===== src/rtl/serdesphy_rx_fifo_ctrl.sv =====
// Read-side sequencer for the RX elastic FIFO: gates reads on enable/CDR lock,
// primes after pointer sync, streams into a registered valid/ready stage, and flushes/recovers on errors.
module serdesphy_rx_fifo_ctrl #(
  parameter int PRIME_CYCLES = 8,
  parameter int FLUSH_MAX    = 32,
  parameter int RST_CYCLES   = 4,
  parameter int CNT_WIDTH    = 16
) (
  input  logic                 clk,
  input  logic                 rst,
  input  logic                 enable,
  input  logic                 cdr_lock,
  input  logic                 sw_flush,
  output logic                 fifo_rd_enable,
  output logic                 fifo_pop,
  output logic                 fifo_rst,
  input  logic [7:0]           fifo_rd_data,
  input  logic                 fifo_rd_valid,
  input  logic                 fifo_empty,
  input  logic                 fifo_overflow,
  input  logic                 fifo_underflow,
  output logic [7:0]           out_data,
  output logic                 out_valid,
  input  logic                 out_ready,
  output logic [2:0]           state,
  output logic [CNT_WIDTH-1:0] byte_count,
  output logic [7:0]           err_count,
  output logic                 streaming
);

  localparam logic [2:0] ST_OFF     = 3'd0;
  localparam logic [2:0] ST_PRIME   = 3'd1;
  localparam logic [2:0] ST_STREAM  = 3'd2;
  localparam logic [2:0] ST_FLUSH   = 3'd3;
  localparam logic [2:0] ST_RECOVER = 3'd4;

  localparam int TMR_MAX_A = (PRIME_CYCLES > FLUSH_MAX) ? PRIME_CYCLES : FLUSH_MAX;
  localparam int TMR_MAX   = (TMR_MAX_A > RST_CYCLES) ? TMR_MAX_A : RST_CYCLES;
  localparam int TMR_W     = $clog2(TMR_MAX + 1);

  localparam logic [TMR_W-1:0] PRIME_LOAD = TMR_W'(PRIME_CYCLES - 1);
  localparam logic [TMR_W-1:0] FLUSH_LOAD = TMR_W'(FLUSH_MAX - 1);
  localparam logic [TMR_W-1:0] RST_LOAD   = TMR_W'(RST_CYCLES - 1);

  logic [2:0]           ret_q;
  logic [TMR_W-1:0]     tmr_q;
  logic                 empty_q;
  logic [7:0]           data_p1;
  logic                 vld_p1;
  logic [CNT_WIDTH-1:0] byte_cnt_q;
  logic [7:0]           err_cnt_q;

  logic err_hit;
  logic stream_exit;
  logic flush_done;
  logic handshake;
  logic pop;

  function automatic logic [7:0] sat_inc8(input logic [7:0] v);
    return (v == 8'hFF) ? v : v + 8'd1;
  endfunction

  // Exit conditions win over pop: no byte leaves the FIFO in the cycle STREAM is abandoned
  assign err_hit     = fifo_overflow || fifo_underflow || !cdr_lock;
  assign stream_exit = err_hit || sw_flush || !enable;
  assign flush_done  = (fifo_empty && empty_q) || (tmr_q == '0);
  assign handshake   = vld_p1 && out_ready;

  always_comb begin
    pop = 1'b0;
    case (state)
      ST_STREAM: pop = !stream_exit && fifo_rd_valid && (!vld_p1 || out_ready);
      ST_FLUSH:  pop = fifo_rd_valid;
      default:   pop = 1'b0;
    endcase
  end

  always_ff @(posedge clk or posedge rst) begin
    if (rst) begin
      state   <= ST_OFF;
      ret_q   <= ST_OFF;
      tmr_q   <= '0;
      empty_q <= 1'b0;
    end else begin
      case (state)
        ST_OFF: begin
          if (enable && cdr_lock) begin
            state <= ST_PRIME;
            tmr_q <= PRIME_LOAD;
          end
        end
        ST_PRIME: begin
          if (!enable || !cdr_lock)   state <= ST_OFF;
          else if (tmr_q == '0)       state <= ST_STREAM;
          else                        tmr_q <= tmr_q - TMR_W'(1);
        end
        ST_STREAM: begin
          if (stream_exit) begin
            state   <= ST_FLUSH;
            tmr_q   <= FLUSH_LOAD;
            empty_q <= 1'b0;
          end
        end
        ST_FLUSH: begin
          if (flush_done) begin
            state <= ST_RECOVER;
            tmr_q <= RST_LOAD;
            ret_q <= (!enable || !cdr_lock) ? ST_OFF : ST_PRIME;
          end else begin
            tmr_q   <= tmr_q - TMR_W'(1);
            empty_q <= fifo_empty;
          end
        end
        ST_RECOVER: begin
          // Link conditions are re-evaluated only once the target state is reached
          if (tmr_q == '0) begin
            state <= ret_q;
            tmr_q <= PRIME_LOAD;
          end else begin
            tmr_q <= tmr_q - TMR_W'(1);
          end
        end
        default: state <= ST_OFF;
      endcase
    end
  end

  // Output stage p1: one cycle from FIFO head to out_valid, held under backpressure
  always_ff @(posedge clk or posedge rst) begin
    if (rst) begin
      data_p1 <= 8'h00;
      vld_p1  <= 1'b0;
    end else if (state == ST_STREAM) begin
      if (stream_exit) begin
        vld_p1 <= 1'b0;
      end else if (pop) begin
        data_p1 <= fifo_rd_data;
        vld_p1  <= 1'b1;
      end else if (handshake) begin
        vld_p1 <= 1'b0;
      end
    end else begin
      vld_p1 <= 1'b0;
    end
  end

  always_ff @(posedge clk or posedge rst) begin
    if (rst) begin
      byte_cnt_q <= '0;
      err_cnt_q  <= 8'h00;
    end else begin
      if (handshake)                       byte_cnt_q <= byte_cnt_q + CNT_WIDTH'(1);
      if (state == ST_STREAM && err_hit)   err_cnt_q  <= sat_inc8(err_cnt_q);
    end
  end

  assign fifo_rd_enable = (state == ST_PRIME) || (state == ST_STREAM) || (state == ST_FLUSH);
  assign fifo_pop       = pop;
  assign fifo_rst       = (state == ST_RECOVER);
  assign out_data       = data_p1;
  assign out_valid      = vld_p1;
  assign byte_count     = byte_cnt_q;
  assign err_count      = err_cnt_q;
  assign streaming      = (state == ST_STREAM);

endmodule


===== config.mk =====
export PLATFORM = sky130hd
export DESIGN_NAME = serdesphy_rx_fifo_ctrl
export DESIGN_NICKNAME = d
export VERILOG_FILES = /design/src/rtl/serdesphy_rx_fifo_ctrl.sv
export SDC_FILE = /design/constraint.sdc
export NUM_CORES = 1
export LEC_CHECK = 0
export ABC_AREA = 0
export ABC_CLOCK_PERIOD_IN_PS = 2100
export BUFFER_PORTS_ARGS = -buffer_cell sky130_fd_sc_hd__buf_2
export CORE_MARGIN = 5
export CORE_UTILIZATION = 47
export DETAILED_ROUTE_END_ITERATION = 10
export PLACE_DENSITY = 0.75
export SLEW_MARGIN = 20
export SYNTH_ARGS = -nofsm -noshare
export SYNTH_HDL_FRONTEND = slang
export SYNTH_SLANG_ARGS = --single-unit

===== constraint.sdc =====
create_clock -name clk -period 2.1 [get_ports clk]
set_clock_uncertainty 0.15 [all_clocks]
set_input_delay 0.42 -clock clk [delete_from_list [all_inputs] [get_ports clk]]
set_output_delay 0.42 -clock clk [all_outputs]
set_load 0.01 [all_outputs]

==> flow_summary.yaml <==
placed_design:
  hpwl_mm: 3.53
  place_ws_ps: -50.4
  place.gp.congestion: 0.795
  port_buffers: 57
final_layout:
  layout_common_cells: "buf_2, dfrtp_1, buf_4"
  syn2layout_area_growth_pct: 31.1
  nNetsFinal: 308
  fillerInstances: 368
  drive_gt1_frac: 0.441
  final_core_util: 0.646
  layout_commonest_cell: "buf_2"
  n_antenna_cell: 0
worst_setup_path:
  endpoint_kind: "register"
  r2r-end: "state[0]"
  reg2reg_depth: 7
  cp_slowest_cell: "or4b_4"
  cp.required_ps: 2140
  crit_type: "reg2reg"
  r2r-start: "tmr_q[0]"
  start_kind: "register"
  arrival_ps: 2170
  crit_chain: "inv_2, ha_4, or4b_4, o21ai_4, o211a_4, nor2b_4, mux2_4"
  ff2ff_setup_slack_ps: -30
  path_max_fanout: 4
  cp_slowest_stage_delay_ps: 520
sta:
  fin_crit_ps: 2130
  hold_viol: 0
  drv_slew: 0
  finalCritPeriodShare: 1.02
  rsz0062_at_grt: "true"
  setup_ws_ps: -33.2
  fmax_mhz: 469
  slew_headroom: 0.630
  tightest_slew_ps: 554
  setup_violations: 2
  holdWs_ps: 93.8
die:
  dieWidth_um: 78.3
  fp.dieH_um: 78.3
  initial_core_util: 0.493
  core_area_sq_um: 4440
  die-area_sq_um: 6120
  num_io_pins: 58
  rows: 24
power_and_ir_drop:
  power_density_nw_per_um2: 743
  power_leakage_nw: 1.46
  vdd_drop_max_mv: 0.426
  total_power_mw: 2.13
routing:
  dr.first_iter.drc_count: 109
  drt_drc_violations_left: 0
  viasPerCell: 5.38
  via_count: 1830
  wl_mm: 4.88
  ant_nets: 0
  post_drt_wl_per_cell_um: 14.3
  dr.pass1.iters: 4
clock_network:
  numCtsBuffers: 5
  clk_pin_slew_ps: 90
  clk_latency_ps: 300
  cts.sinks: 44
  ctsLongestPathBuffers: 2
  tritoncts: "yes"
  cts_root_buf: "clkbuf_8"
  htreeDepth: 2
logic_synthesis:
  synth-main-ff-cell: "dfrtp_1"
  synth-edff-count: 0
  synth.avg_cell_area_sq_um: 10.8
  yosys.area.top_type: "dfrtp_1"
  seq_area_frac_synth: 0.503
  synth_async_sr_flop_share: 1.00
  yosys.cell_types.count: 44
  synthTopCellsByArea: "dfrtp_1, xnor2_1, mux2_2"
  synth_nets: 223
  synth_seq_cells: 44
  synth.top_cell.area_share: 0.503
  netlist_area_sq_um: 2190
  synth_cells: 202
  ys_warn_count: 0
global_route:
  antenna_found_initial: 0
  overflow: 0
  grt_use_total: 0.170
  grt_max_degree: 45
  grt_pass1_wl_mm: 8.35
  grt_pass1_vias: 1817
job:
  drv_cap: 0
status:
  violations: "negative setup slack"
  status: "complete, but fails checks"
worst_hold_path:
  hold_path.class: "in2async"
where the power goes:
group / internal (mW) / switching, mW / leakage, nW / total, mW
clock: 0.358 / 0.304 / 0.0548 / 0.663
sequential: 0.899 / 0.0596 / 0.598 / 0.959
combinational: 0.275 / 0.238 / 0.809 / 0.513
sequential cells by signal, indices dropped and copies added, names as in the netlist:
register and cells:
out_data 8, byte_count 16, out_valid 1, empty_q 1, tmr_q 6, ret_q 1, state 3, err_count 8
worst max-delay path by stage:
stage	depth (start not counted)	slack, ps	endpoint	from
2_1_floorplan	7	-60	state[0]	tmr_q[1]
3_3_place_gp	7	-9	state[0]	tmr_q[0]
3_5_place_dp	7	-50	state[0]	tmr_q[0]
4_1_cts	7	-9	state[0]	tmr_q[0]
5_1_grt	7	-110	state[0]	tmr_q[0]
6_report	7	-30	state[0]	tmr_q[0]
what timing repair did:
action / in CTS / in global routing
pin swaps: 1 / 8
hold buffers: 0 / 0
setup buffers: 4 / 5
resized for setup: 4 / 12
hold endpoints to repair: 0 / 0
setup endpoints to repair: 6 / 9
stage by stage:
stage,TNS (ps),instances,area (sq um)
global placement,-9.02,323,2630
global route,-517,340,2870
finish,-55.7,340,2870
detailed placement,-55.1,323,2630
floorplan,-71.1,202,2190
CTS,-14.0,335,2790
worst max-delay path: cells and delay by family (launching register included):
family,cells,cell delay [ps]
and+or+nand+nor,2,570
AOI/OAI and AO/OA,2,430
DFF,1,400
muxes,1,280
adders and majority gates,1,130
buffers and inverters,1,80
routing by layer:
metal / routed length [um] / global-route usage
met4: 92 / 0.0647
met3: 295 / 0.0458
met2: 2250 / 0.272
met5: 0 / 0
met1: 2240 / 0.220
layout make-up:
type                            instances  area, sq um  area share
Clock inverter                          3         46.3      0.0161
Multi-Input combinational cell        147         1080       0.375
Sequential cell                        44         1100       0.384
Clock buffer                            5         68.8      0.0240
Timing Repair Buffer                   85          495       0.173
Inverter                                4         15.0     0.00523
Tap cell                               52         65.1      0.0227
kinds of logic after synthesis:
logic type,count (synthesis),share of synthesized area
flops,44,0.503
fa+ha+maj,3,0.0171
mux,13,0.0680
buf+inv,11,0.0326
simple gates,80,0.195
compound gates,28,0.0920
xor+xnor,23,0.0920
Yosys cell counts, types with 2 or more instances:
master and instances:
dfrtp_1 44, nand2_1 19, nor2_1 17, xnor2_1 17, mux2_2 11, nand3_1 9, o21ai_0 9, nand4_1 6
xor2_1 6, a21oi_1 5, and3_1 5, nor3_1 5, inv_1 4, nand2b_1 4, buf_6 3, ha_1 3
a22o_2 2, and4_1 2, buf_4 2, clkbuf_1 2, nor2b_1 2, o21ai_2 2, o2bb2ai_1 2
Note: power is estimated with default switching activity, not from simulation.
